## src/rtl/reg_file_writeback_pkg.sv

```systemverilog
// Shared register-file writeback types and sizing constants.
package reg_file_writeback_pkg;

  localparam int MSB_POS__REG_FILE_SEL         = 3;
  localparam int MSB_POS__REG_FILE_DATA        = 31;
  localparam int LAST_INDEX__REG_FILE_NUM_REGS = (2 ** (MSB_POS__REG_FILE_SEL + 1)) - 1;

  // One result headed for the register file write port.
  typedef struct packed {
    logic                              valid;
    logic [MSB_POS__REG_FILE_SEL:0]    sel;
    logic [MSB_POS__REG_FILE_DATA:0]   data;
  } PortIn_RegFileWb;

  // Register 0 is hardwired zero; a result aimed at it is never written.
  function automatic logic is_null_sel(input logic [MSB_POS__REG_FILE_SEL:0] sel);
    return (sel == '0);
  endfunction

endpackage

```

## src/rtl/reg_file_wb_load_fifo.sv

```systemverilog
// Small synchronous FIFO buffering load results while the write port is busy.
// The head is read combinationally so a waiting entry can be written the
// cycle the port frees up.
module reg_file_wb_load_fifo
  import reg_file_writeback_pkg::*;
#(
  parameter int DEPTH = 2
) (
  input  logic            clk,
  input  logic            rst_n,
  input  logic            push_i,
  input  PortIn_RegFileWb push_entry_i,
  input  logic            pop_i,
  output PortIn_RegFileWb head_o,
  output logic            empty_o,
  output logic            full_o
);

  localparam int PTR_W = $clog2(DEPTH);

  logic [PTR_W-1:0] wr_ptr_q, wr_ptr_d;
  logic [PTR_W-1:0] rd_ptr_q, rd_ptr_d;
  logic [PTR_W:0]   count_q, count_d;
  logic             push_ok, pop_ok;

  PortIn_RegFileWb  mem_q [DEPTH];

  assign empty_o = (count_q == '0);
  assign full_o  = (count_q == (PTR_W + 1)'(DEPTH));
  assign head_o  = mem_q[rd_ptr_q];

  // A push into a full FIFO is dropped even if a pop frees a slot this cycle.
  assign push_ok = push_i && !full_o;
  assign pop_ok  = pop_i && !empty_o;

  // Pointer and occupancy next-state; pointers wrap naturally (power-of-two depth).
  always_comb begin
    wr_ptr_d = wr_ptr_q;
    rd_ptr_d = rd_ptr_q;
    count_d  = count_q;
    if (push_ok) wr_ptr_d = wr_ptr_q + PTR_W'(1);
    if (pop_ok)  rd_ptr_d = rd_ptr_q + PTR_W'(1);
    case ({push_ok, pop_ok})
      2'b10:   count_d = count_q + (PTR_W + 1)'(1);
      2'b01:   count_d = count_q - (PTR_W + 1)'(1);
      default: count_d = count_q;
    endcase
  end

  // Pointer/count state; reset empties the FIFO without touching storage.
  always_ff @(posedge clk or negedge rst_n) begin
    if (!rst_n) begin
      wr_ptr_q <= '0;
      rd_ptr_q <= '0;
      count_q  <= '0;
    end else begin
      wr_ptr_q <= wr_ptr_d;
      rd_ptr_q <= rd_ptr_d;
      count_q  <= count_d;
    end
  end

  // Entry storage, written only on an accepted push.
  always_ff @(posedge clk) begin
    if (push_ok) mem_q[wr_ptr_q] <= push_entry_i;
  end

endmodule

```

## src/rtl/reg_file_writeback.sv

```systemverilog
// Writeback arbiter: merges the ALU path and the load-return path into the
// single register-file write port, and tracks outstanding loads per register.
module reg_file_writeback
  import reg_file_writeback_pkg::*;
#(
  parameter int LOAD_FIFO_DEPTH = 2,
  parameter int NUM_REGS        = 16
) (
  input  logic                            clk,
  input  logic                            rst_n,
  input  logic                            in_alu_valid,
  input  logic [MSB_POS__REG_FILE_SEL:0]  in_alu_sel,
  input  logic [MSB_POS__REG_FILE_DATA:0] in_alu_data,
  input  logic                            in_ld_valid,
  output logic                            out_ld_ready,
  input  logic [MSB_POS__REG_FILE_SEL:0]  in_ld_sel,
  input  logic [MSB_POS__REG_FILE_DATA:0] in_ld_data,
  input  logic                            in_ld_issue_valid,
  input  logic [MSB_POS__REG_FILE_SEL:0]  in_ld_issue_sel,
  output logic [NUM_REGS-1:0]             out_busy,
  output logic                            out_write_en,
  output logic [MSB_POS__REG_FILE_SEL:0]  out_write_sel,
  output logic [MSB_POS__REG_FILE_DATA:0] out_write_data
);

  PortIn_RegFileWb alu_in, ld_in, fifo_head, win;
  logic            fifo_empty, fifo_full, fifo_push, fifo_pop;
  logic            alu_take, head_avail, fifo_sel, bypass, ld_clear;

  logic                            wr_en_q, wr_en_d;
  logic [MSB_POS__REG_FILE_SEL:0]  wr_sel_q, wr_sel_d;
  logic [MSB_POS__REG_FILE_DATA:0] wr_data_q, wr_data_d;
  logic [NUM_REGS-1:0]             busy_q, busy_d;

  assign alu_in = '{valid: in_alu_valid, sel: in_alu_sel, data: in_alu_data};
  assign ld_in  = '{valid: in_ld_valid,  sel: in_ld_sel,  data: in_ld_data};

  reg_file_wb_load_fifo #(
    .DEPTH (LOAD_FIFO_DEPTH)
  ) u_load_fifo (
    .clk          (clk),
    .rst_n        (rst_n),
    .push_i       (fifo_push),
    .push_entry_i (ld_in),
    .pop_i        (fifo_pop),
    .head_o       (fifo_head),
    .empty_o      (fifo_empty),
    .full_o       (fifo_full)
  );

  // Readiness depends only on registered occupancy, never on in_ld_valid.
  assign out_ld_ready = !fifo_full;

  // Arbitration (ALU > FIFO head > bypass), FIFO control and scoreboard next-state.
  always_comb begin
    alu_take   = in_alu_valid && !is_null_sel(in_alu_sel);
    head_avail = !fifo_empty && fifo_head.valid;
    fifo_sel   = !alu_take && head_avail;
    bypass     = !alu_take && !head_avail && in_ld_valid;
    // A null head is discarded even while the ALU holds the port.
    fifo_pop   = head_avail && (fifo_sel || is_null_sel(fifo_head.sel));
    fifo_push  = in_ld_valid && !fifo_full && !bypass;

    win      = '0;
    ld_clear = 1'b0;
    if (alu_take) begin
      win = alu_in;
    end else if (fifo_sel) begin
      win      = fifo_head;
      ld_clear = 1'b1;
    end else if (bypass) begin
      win      = ld_in;
      ld_clear = 1'b1;
    end

    wr_en_d   = win.valid && !is_null_sel(win.sel);
    wr_sel_d  = wr_en_d ? win.sel  : '0;
    wr_data_d = wr_en_d ? win.data : '0;

    // Clear first so a same-cycle issue to the same register wins.
    busy_d = busy_q;
    if (ld_clear)          busy_d[win.sel]         = 1'b0;
    if (in_ld_issue_valid) busy_d[in_ld_issue_sel] = 1'b1;
    busy_d[0] = 1'b0;
  end

  // Registered write port and busy scoreboard.
  always_ff @(posedge clk or negedge rst_n) begin
    if (!rst_n) begin
      wr_en_q   <= 1'b0;
      wr_sel_q  <= '0;
      wr_data_q <= '0;
      busy_q    <= '0;
    end else begin
      wr_en_q   <= wr_en_d;
      wr_sel_q  <= wr_sel_d;
      wr_data_q <= wr_data_d;
      busy_q    <= busy_d;
    end
  end

  assign out_write_en   = wr_en_q;
  assign out_write_sel  = wr_sel_q;
  assign out_write_data = wr_data_q;
  assign out_busy       = busy_q;

endmodule

```

## config.mk

```make
export PLATFORM = sky130hd
export DESIGN_NAME = reg_file_writeback
export DESIGN_NICKNAME = d
export VERILOG_FILES = /design/src/rtl/reg_file_writeback_pkg.sv /design/src/rtl/reg_file_wb_load_fifo.sv /design/src/rtl/reg_file_writeback.sv
export SDC_FILE = /design/constraint.sdc
export NUM_CORES = 1
export LEC_CHECK = 0
export CAP_MARGIN = 10
export CORE_ASPECT_RATIO = 0.6
export CORE_MARGIN = 2
export CORE_UTILIZATION = 40
export DETAILED_ROUTE_END_ITERATION = 16
export DONT_BUFFER_PORTS = 1
export GPL_TIMING_DRIVEN = 0
export PLACE_DENSITY_LB_ADDON = 0.25
export SKIP_LAST_GASP = 1
export SLEW_MARGIN = 20
export SYNTH_ARGS = -nofsm -noshare
export SYNTH_HDL_FRONTEND = slang
export SYNTH_SLANG_ARGS = --single-unit
```

## constraint.sdc

```tcl
create_clock -name clk -period 9.7 [get_ports clk]
set_input_delay 0.97 -clock clk [delete_from_list [all_inputs] [get_ports clk]]
set_output_delay 0.97 -clock clk [all_outputs]
set_load 0.01 [all_outputs]
```

==> reports/metrics.cfg, run 1 <==
[run_status]
run_status = complete, no violations

[drt]
post-route-drc-count = 0
antenna_violating_nets_left = 0
vias = 3786
wirelength_um = 14600
drt_first_iter_violations = 375
routed_via_density = 5.73
drt_pass1_iterations = 5
routedWlPerCell_um = 22.1

[power_and_ir_drop]
power-per-cell-area_mw_per_mm2 = 311
post_route_total_power_mw = 2.02
p_leak_nw = 2.36
ir_worst_vdd_uv = 120

[synth]
seq_area_frac_synth = 0.641
synthesis.nets = 517
post_synth_design_cell_area_mm2 = 0.00565
ys_types = 53
post_syn_instances = 435
synth.ff_latch_count = 130
yosys_most_used_dff = sky130_fd_sc_hd__edfxtp_1
share_of_synthesized_flip_flops_with_an_asynchronous_set_or_reset = 0.431
synth-edff-count = 74
postSynthAreaPerCell_um2 = 13.0
ys_warnings = 0

[critical_path]
worstPathCellList = or2_2 > clkbuf_2 > nand2_2 > buf_2 > buf_1 > a21oi_1 > ha_1 > nor2_1 > xor2_1
cp_slowest_stage_delay_ns = 0.45
worst-path-buf-inv = 3
path_delay_family = buffers and inverters
cp-start-kind = flip-flop
reg2reg_depth = 9
crit_slowest_cell = sky130_fd_sc_hd__buf_1
cp_data_arrival_time_ns = 3.00
worst_path_required_time_ns = 10.03
critical_path.max_fanout = 10
timing_worst_setup_path_type = reg2reg
setup.reg_to_reg.worst_slack_ns = 7.03
critical_path_depth = 9
endpoint_kind = flip-flop

[clock_tree]
cts.clk_slew.worst_paths_ns = 0.06
cts_max_level = 4
tritoncts = done
clk_lat_worst_skew_ns = 0.41
cts_root_buf = sky130_fd_sc_hd__clkbuf_16
cts_buf_count = 17
numClockSinks = 130
cts.repair.resized = 0
hold_buffers = 0
setup_bufs_post_cts = 0
ctsLongestPathBuffers = 2

[place]
gp_congestion = 0.878
place.port_buffers = 0
dpl.hpwl_um = 10100
placement.setup.worst_slack_ns = 6.69

[timing]
max_clock_freq_mhz = 374
finalHoldViolations = 0
maxSlewHeadroom = 0.472
timing.final.ws_setup_ns = 7.03
timing_worst_slew_pin_value_ns = 0.787
report.final.slew_viol_count = 0
final.setup_skew_ns = 0.00746
grt_setup_unrepaired = false
final.min_clock_period_ns = 2.67
final_min_period_over_clock_period = 0.276
setup_tns_final_ns = 0
setup-violations-final = 0

[min_path]
min-delay-path-class = in2async

[finish]
syn_to_final_growth_pct = 15.1
layout.nets = 538
post_route_cells_drive_above_1_share = 0.136
number_of_inserted_diodes = 0

[global_route]
wire_length_of_the_first_global_routing_pass_um = 22300
grt_pass1_vias = 3833
grt_antenna_before_repair = 0
grt_overflow = 0
grt_max_degree = 57
groute.usage.overall = 0.201

[floorplan]
die_w_um = 157
die_height_um = 96.1
core-area_mm2 = 0.0137
design.die.area_mm2 = 0.0151
number_of_placed_i_o_pins = 135
initial_utilization = 0.412
num_rows = 33

[flow_run]
maxCapViolCount = 0

[per-stage QoR]
| stage | hold slack, ns | std cells | utilization | cell area [um^2] |
|---|---|---|---|---|
| finish | 0.254 | 661 | 0.474 | 6500 |
| global route | 0.225 | 661 | 0.474 | 6500 |
| CTS | 0.237 | 661 | 0.474 | 6500 |
| detailed placement | 0.517 | 629 | 0.434 | 5940 |
| global placement | 0.484 | 627 | 0.430 | 5890 |
| floorplan | 0.468 | 435 | - | 5650 |
[report_power, final]
group          internal (mW)  leakage (nW)  total, mW  switching, mW
clock                  0.355         0.261      0.604          0.249
combinational          0.203         0.756      0.555          0.352
sequential             0.748          1.34      0.862          0.113
total                   1.31          2.36       2.02          0.715
[cell type report]
| class | count | area [um^2] |
|---|---|---|
| Fill cell | 1243 | 7200 |
| Sequential cell | 130 | 3620 |
| Multi-Input combinational cell | 268 | 1860 |
| Clock buffer | 17 | 425 |
| Tap cell | 192 | 240 |
| Buffer | 35 | 174 |
| Clock inverter | 15 | 134 |
| Timing Repair Buffer | 2 | 40.0 |
| Inverter | 2 | 7.51 |
[metal layers]
layer  global-route usage  up-vias  routed length [um]
met2                0.287      186                6230
met3               0.0756       21                1420
met4               0.0606        0                 178
met1                0.284     1858                6780
met5                    0        -                   0
li1                     -     1721                   -
[layout by cell type, fill, tap and decap left out, types with 6 or more instances in the layout]
cell                        count
sky130_fd_sc_hd__nor2_1        69
sky130_fd_sc_hd__clkbuf_16     17
sky130_fd_sc_hd__nand2b_1       6
sky130_fd_sc_hd__clkbuf_1      14
sky130_fd_sc_hd__buf_2         12
sky130_fd_sc_hd__dfrtp_1       56
sky130_fd_sc_hd__o41ai_1        6
sky130_fd_sc_hd__mux2i_1       37
sky130_fd_sc_hd__a311oi_1      32
sky130_fd_sc_hd__o31ai_1       10
sky130_fd_sc_hd__nand2_1        7
sky130_fd_sc_hd__edfxtp_1      74
sky130_fd_sc_hd__o21ai_0       10
sky130_fd_sc_hd__a211oi_1      32
[final timing paths]
check / start / end
max: u_load_fifo.count_q[0]$_DFFE_PN0P_ / u_load_fifo.count_q[1]$_DFFE_PN0P_
min: rst_n / out_write_data[29]$_DFF_PN0_
max reg2reg: u_load_fifo.count_q[0]$_DFFE_PN0P_ / u_load_fifo.count_q[1]$_DFFE_PN0P_
min reg2reg: u_load_fifo.count_q[1]$_DFFE_PN0P_ / u_load_fifo.count_q[1]$_DFFE_PN0P_
max in group asynchronous: rst_n / out_write_data[2]$_DFF_PN0_
min in group clk: u_load_fifo.count_q[1]$_DFFE_PN0P_ / u_load_fifo.count_q[1]$_DFFE_PN0P_
[kinds of logic after synthesis]
kind of cell / Yosys count / share of synthesized area
xor+xnor: 5 / 0.00775
flops: 130 / 0.641
other cells: 1 / 0.000664
fa+ha+maj: 1 / 0.00221
compound gates: 113 / 0.157
buf+inv: 37 / 0.0321
mux: 40 / 0.0726
simple gates: 108 / 0.0864
[synthesized netlist by cell type (2+ instances only)]
master,instances,area [um^2]
sky130_fd_sc_hd__a211oi_1,32,240
sky130_fd_sc_hd__a21o_1,3,22.5
sky130_fd_sc_hd__a21oi_1,3,15.0
sky130_fd_sc_hd__a311oi_1,32,280
sky130_fd_sc_hd__and2_1,2,12.5
sky130_fd_sc_hd__buf_1,2,7.51
sky130_fd_sc_hd__buf_2,12,60.1
sky130_fd_sc_hd__buf_4,5,37.5
sky130_fd_sc_hd__clkbuf_1,14,52.6
sky130_fd_sc_hd__dfrtp_1,56,1400
sky130_fd_sc_hd__edfxtp_1,74,2220
sky130_fd_sc_hd__inv_1,2,7.51
sky130_fd_sc_hd__mux2i_1,37,370
sky130_fd_sc_hd__nand2_1,7,26.3
sky130_fd_sc_hd__nand2b_1,6,37.5
sky130_fd_sc_hd__nand3_1,3,15.0
sky130_fd_sc_hd__nand3b_1,2,15.0
sky130_fd_sc_hd__nor2_1,71,267
sky130_fd_sc_hd__nor3_1,5,25.0
sky130_fd_sc_hd__nor4_1,2,12.5
sky130_fd_sc_hd__o211ai_1,4,30.0
sky130_fd_sc_hd__o21a_1,2,15.0
sky130_fd_sc_hd__o21ai_0,10,50.1
sky130_fd_sc_hd__o31a_1,2,17.5
sky130_fd_sc_hd__o31ai_1,10,75.1
sky130_fd_sc_hd__o41ai_1,6,52.6
sky130_fd_sc_hd__or2_2,2,12.5
sky130_fd_sc_hd__xnor2_1,3,26.3
sky130_fd_sc_hd__xor2_1,2,17.5
[worst register-to-register path, cell delays in order, from the launching register on]
cell and delay, ns:
sky130_fd_sc_hd__dfrtp_1 0.43, sky130_fd_sc_hd__or2_2 0.31, sky130_fd_sc_hd__clkbuf_2 0.17, sky130_fd_sc_hd__nand2_2 0.14, sky130_fd_sc_hd__buf_2 0.25, sky130_fd_sc_hd__buf_1 0.45, sky130_fd_sc_hd__a21oi_1 0.14, sky130_fd_sc_hd__ha_1 0.36
sky130_fd_sc_hd__nor2_1 0.17, sky130_fd_sc_hd__xor2_1 0.17
[registers in the layout (all words and copies together) (netlist names)]
register and flops:
u_load_fifo.mem_q 74, out_write_data 32, out_busy 15, out_write_sel 4, u_load_fifo.count_q 2, out_write_en 1
u_load_fifo.rd_ptr_q 1, u_load_fifo.wr_ptr_q 1
Power figures use the tool's default switching activity.
==> run 2, diff against run 1 <==
Clock period 9.7 ns to 2.3 ns, I/O delays scaled along.
==> reports/metrics.cfg, run 2 (synthesis gave the netlist of run 1 again) <==
[drt]
routed_via_density = 5.65  ; -1.3%
antenna_violating_nets_left = 0  ; unchanged
wl_met2_um = 6990  ; +12%
drt_pass1_iterations = 5  ; unchanged
routed.top_layer = met4
wirelength_um = 16100  ; +10%
detail_route.wirelength.met1_um = 7550  ; +11%
routedWlPerCell_um = 21.9  ; -1.1%
post-route-drc-count = 0  ; unchanged
drt_first_iter_violations = 358  ; -4.5%
vias = 4160  ; +9.9%
wl_met3_um = 1410  ; -0.56%

[place]
placedCellCount = 631  ; +0.32%
dpl.hpwl_um = 10200  ; +0.97%
place.port_buffers = 0  ; unchanged
gp_congestion = 0.891  ; +1.5%

[flow_run]
maxCapViolCount = 0  ; unchanged

[run_status]
run_status = complete, but fails checks
violations = negative hold slack

[floorplan]
design.die.area_mm2 = 0.0151  ; unchanged
number_of_placed_i_o_pins = 135  ; unchanged
initial_utilization = 0.412  ; unchanged
die_height_um = 96.1  ; unchanged
core-area_mm2 = 0.0137  ; unchanged
num_rows = 33  ; unchanged
die_w_um = 157  ; unchanged

[power_and_ir_drop]
p_int_mw = 5.90  ; +350%
clkPwrFrac = 0.296  ; -0.003
p_sw_frac = 0.350  ; -0.00411
net-switching-power_mw = 3.17  ; +340%
p_leak_nw = 2.75  ; +17%
comb_power_share = 0.305  ; +0.030
ir_worst_vdd_uv = 631  ; +430%
power_frac_seq = 0.399  ; -0.027
post_route_total_power_mw = 9.08  ; +350%
power-per-cell-area_mw_per_mm2 = 1220  ; +290%

[timing]
final.min_clock_period_ns = 2.24  ; -0.430 ns
setup-violations-final = 0  ; unchanged
grt_setup_unrepaired = true
final_min_period_over_clock_period = 0.975  ; +0.699
timing_worst_slew_pin_value_ns = 0.765  ; -0.0217 ns
report.final.slew_viol_count = 0  ; unchanged
finalHoldViolations = 1  ; +1
minimum_hold_slack_ns = -0.00791  ; -0.262 ns
max_clock_freq_mhz = 446  ; +19%
maxSlewHeadroom = 0.486  ; +0.0146
final.setup_skew_ns = 0.0105  ; +0.00307 ns

[finish]
final_cells = 736  ; +11%
number_of_inserted_diodes = 0  ; unchanged
registers.top_by_ff_count = u_load_fifo.mem_q
largest_reg_flops = 74  ; unchanged
commonest_cells_after_routing_fill_and_taps_aside = sky130_fd_sc_hd__edfxtp_1, sky130_fd_sc_hd__nor2_1, sky130_fd_sc_hd__dlygate4sd3_1
final.fill_count = 1192  ; -4.1%
layout.nets = 613  ; +14%
most_common_library_cell_in_the_layout_ignoring_fill_and_taps = sky130_fd_sc_hd__edfxtp_1
syn_to_final_growth_pct = 31.5
post_route_cells_drive_above_1_share = 0.154  ; +0.0180

[global_route]
grt_max_degree = 57  ; unchanged
grt_overflow = 0  ; unchanged
groute.usage.overall = 0.216  ; +0.0157
grt_pass1_vias = 4211  ; +9.9%
wire_length_of_the_first_global_routing_pass_um = 24100  ; +7.7%
grt_antenna_before_repair = 0  ; unchanged

[clock_tree]
cts_buf_count = 17  ; unchanged
cts_root_buf = sky130_fd_sc_hd__clkbuf_16
tritoncts = done
ctsLongestPathBuffers = 2  ; unchanged
cts.clk_slew.worst_paths_ns = 0.06  ; about the same
cts_max_level = 4  ; unchanged
numClockSinks = 130  ; unchanged
clk_lat_worst_skew_ns = 0.42  ; about the same

[critical_path]
worst_path_required_time_ns = 2.63  ; -7.40 ns
cp-start-kind = flip-flop
crit-reg2reg-launch = u_load_fifo.rd_ptr_q$_DFFE_PN0P_
timing_worst_setup_path_type = reg2reg
cp-startpoint = u_load_fifo.rd_ptr_q$_DFFE_PN0P_
cp_data_arrival_time_ns = 2.58  ; -0.42 ns
endpoint_kind = flip-flop
critical_path.max_fanout = 10  ; unchanged

[min_path]
min-delay-path-class = in2reg
min_from = in_alu_data[13]

-- run 2: power by group through the flow --
| stage | Clock (mW) | Sequential, mW | Combinational (mW) |
|---|---|---|---|
| finish | 2.68 | 3.62 | 2.77 |
| global route | 2.83 | 3.68 | 2.99 |
| CTS | 2.72 | 3.62 | 2.65 |
| detailed placement | 0 | 3.66 | 2.44 |
| global placement | 0 | 3.67 | 2.25 |
| floorplan | 0 | 3.57 | 1.71 |
-- run 2: worst paths after layout --
path	end	slack, ns	cells after the start
worst min-delay path	out_write_data[13]$_DFF_PN0_	-0.008	2
worst max-delay path	u_load_fifo.count_q[1]$_DFFE_PN0P_	0.06	8
min in group asynchronous	out_write_data[24]$_DFF_PN0_	0.33	2
max in group asynchronous	out_write_sel[0]$_DFF_PN0_	1.70	2
worst min register to register	u_load_fifo.count_q[1]$_DFFE_PN0P_	0.54	1
worst max register to register	u_load_fifo.count_q[1]$_DFFE_PN0P_	0.06	8
-- run 2: worst max-delay path, stage by stage, from the launching register on --
cell and delay [ns]:
sky130_fd_sc_hd__dfrtp_1 0.32, sky130_fd_sc_hd__clkbuf_4 0.20, sky130_fd_sc_hd__buf_2 0.30, sky130_fd_sc_hd__nor3b_2 0.28
sky130_fd_sc_hd__o211ai_1 0.17, sky130_fd_sc_hd__a21oi_1 0.28, sky130_fd_sc_hd__ha_1 0.30, sky130_fd_sc_hd__nor2_1 0.15
sky130_fd_sc_hd__xor2_1 0.17
-- run 2: cell type report --
class                   instances  area (um^2)  share of cell area
repair buffers                 77          866               0.117
clock buffers                  17          425              0.0573
inverters                       2         7.51             0.00101
well taps                     192          240              0.0323
flip-flops and latches        130         3620               0.488
multi-input cells             268         1910               0.257
clock inverters                15          158              0.0212
plain buffers                  35          200              0.0269
-- run 2: repair_timing --
action	CTS	global route
setup endpoints to repair	109	111
setup buffers	5	2
hold endpoints to repair	159	0
gates resized for setup	3	21
hold buffers	66	0
pin swaps	3	2
-- run 2: metal layers --
layer  global-route usage  up-vias
li1                     -     1877
met1                0.312     2066
met2                0.317      201
met3               0.0639       16
met4               0.0636        0
met5                    0        -
-- run 2: stage by stage --
step | cell area [um^2] | util | setup TNS, ns | setup slack, ns
after floorplan | 5650 | - | -15.15 | -0.205
after global placement | 5890 | 0.430 | -92.86 | -1.16
after detailed placement | 6010 | 0.439 | -14.61 | -0.333
after CTS | 7350 | 0.536 | -0.131 | -0.131
after global routing | 7430 | 0.542 | -0.0472 | -0.0472
final | 7430 | 0.542 | 0 | 0.0577
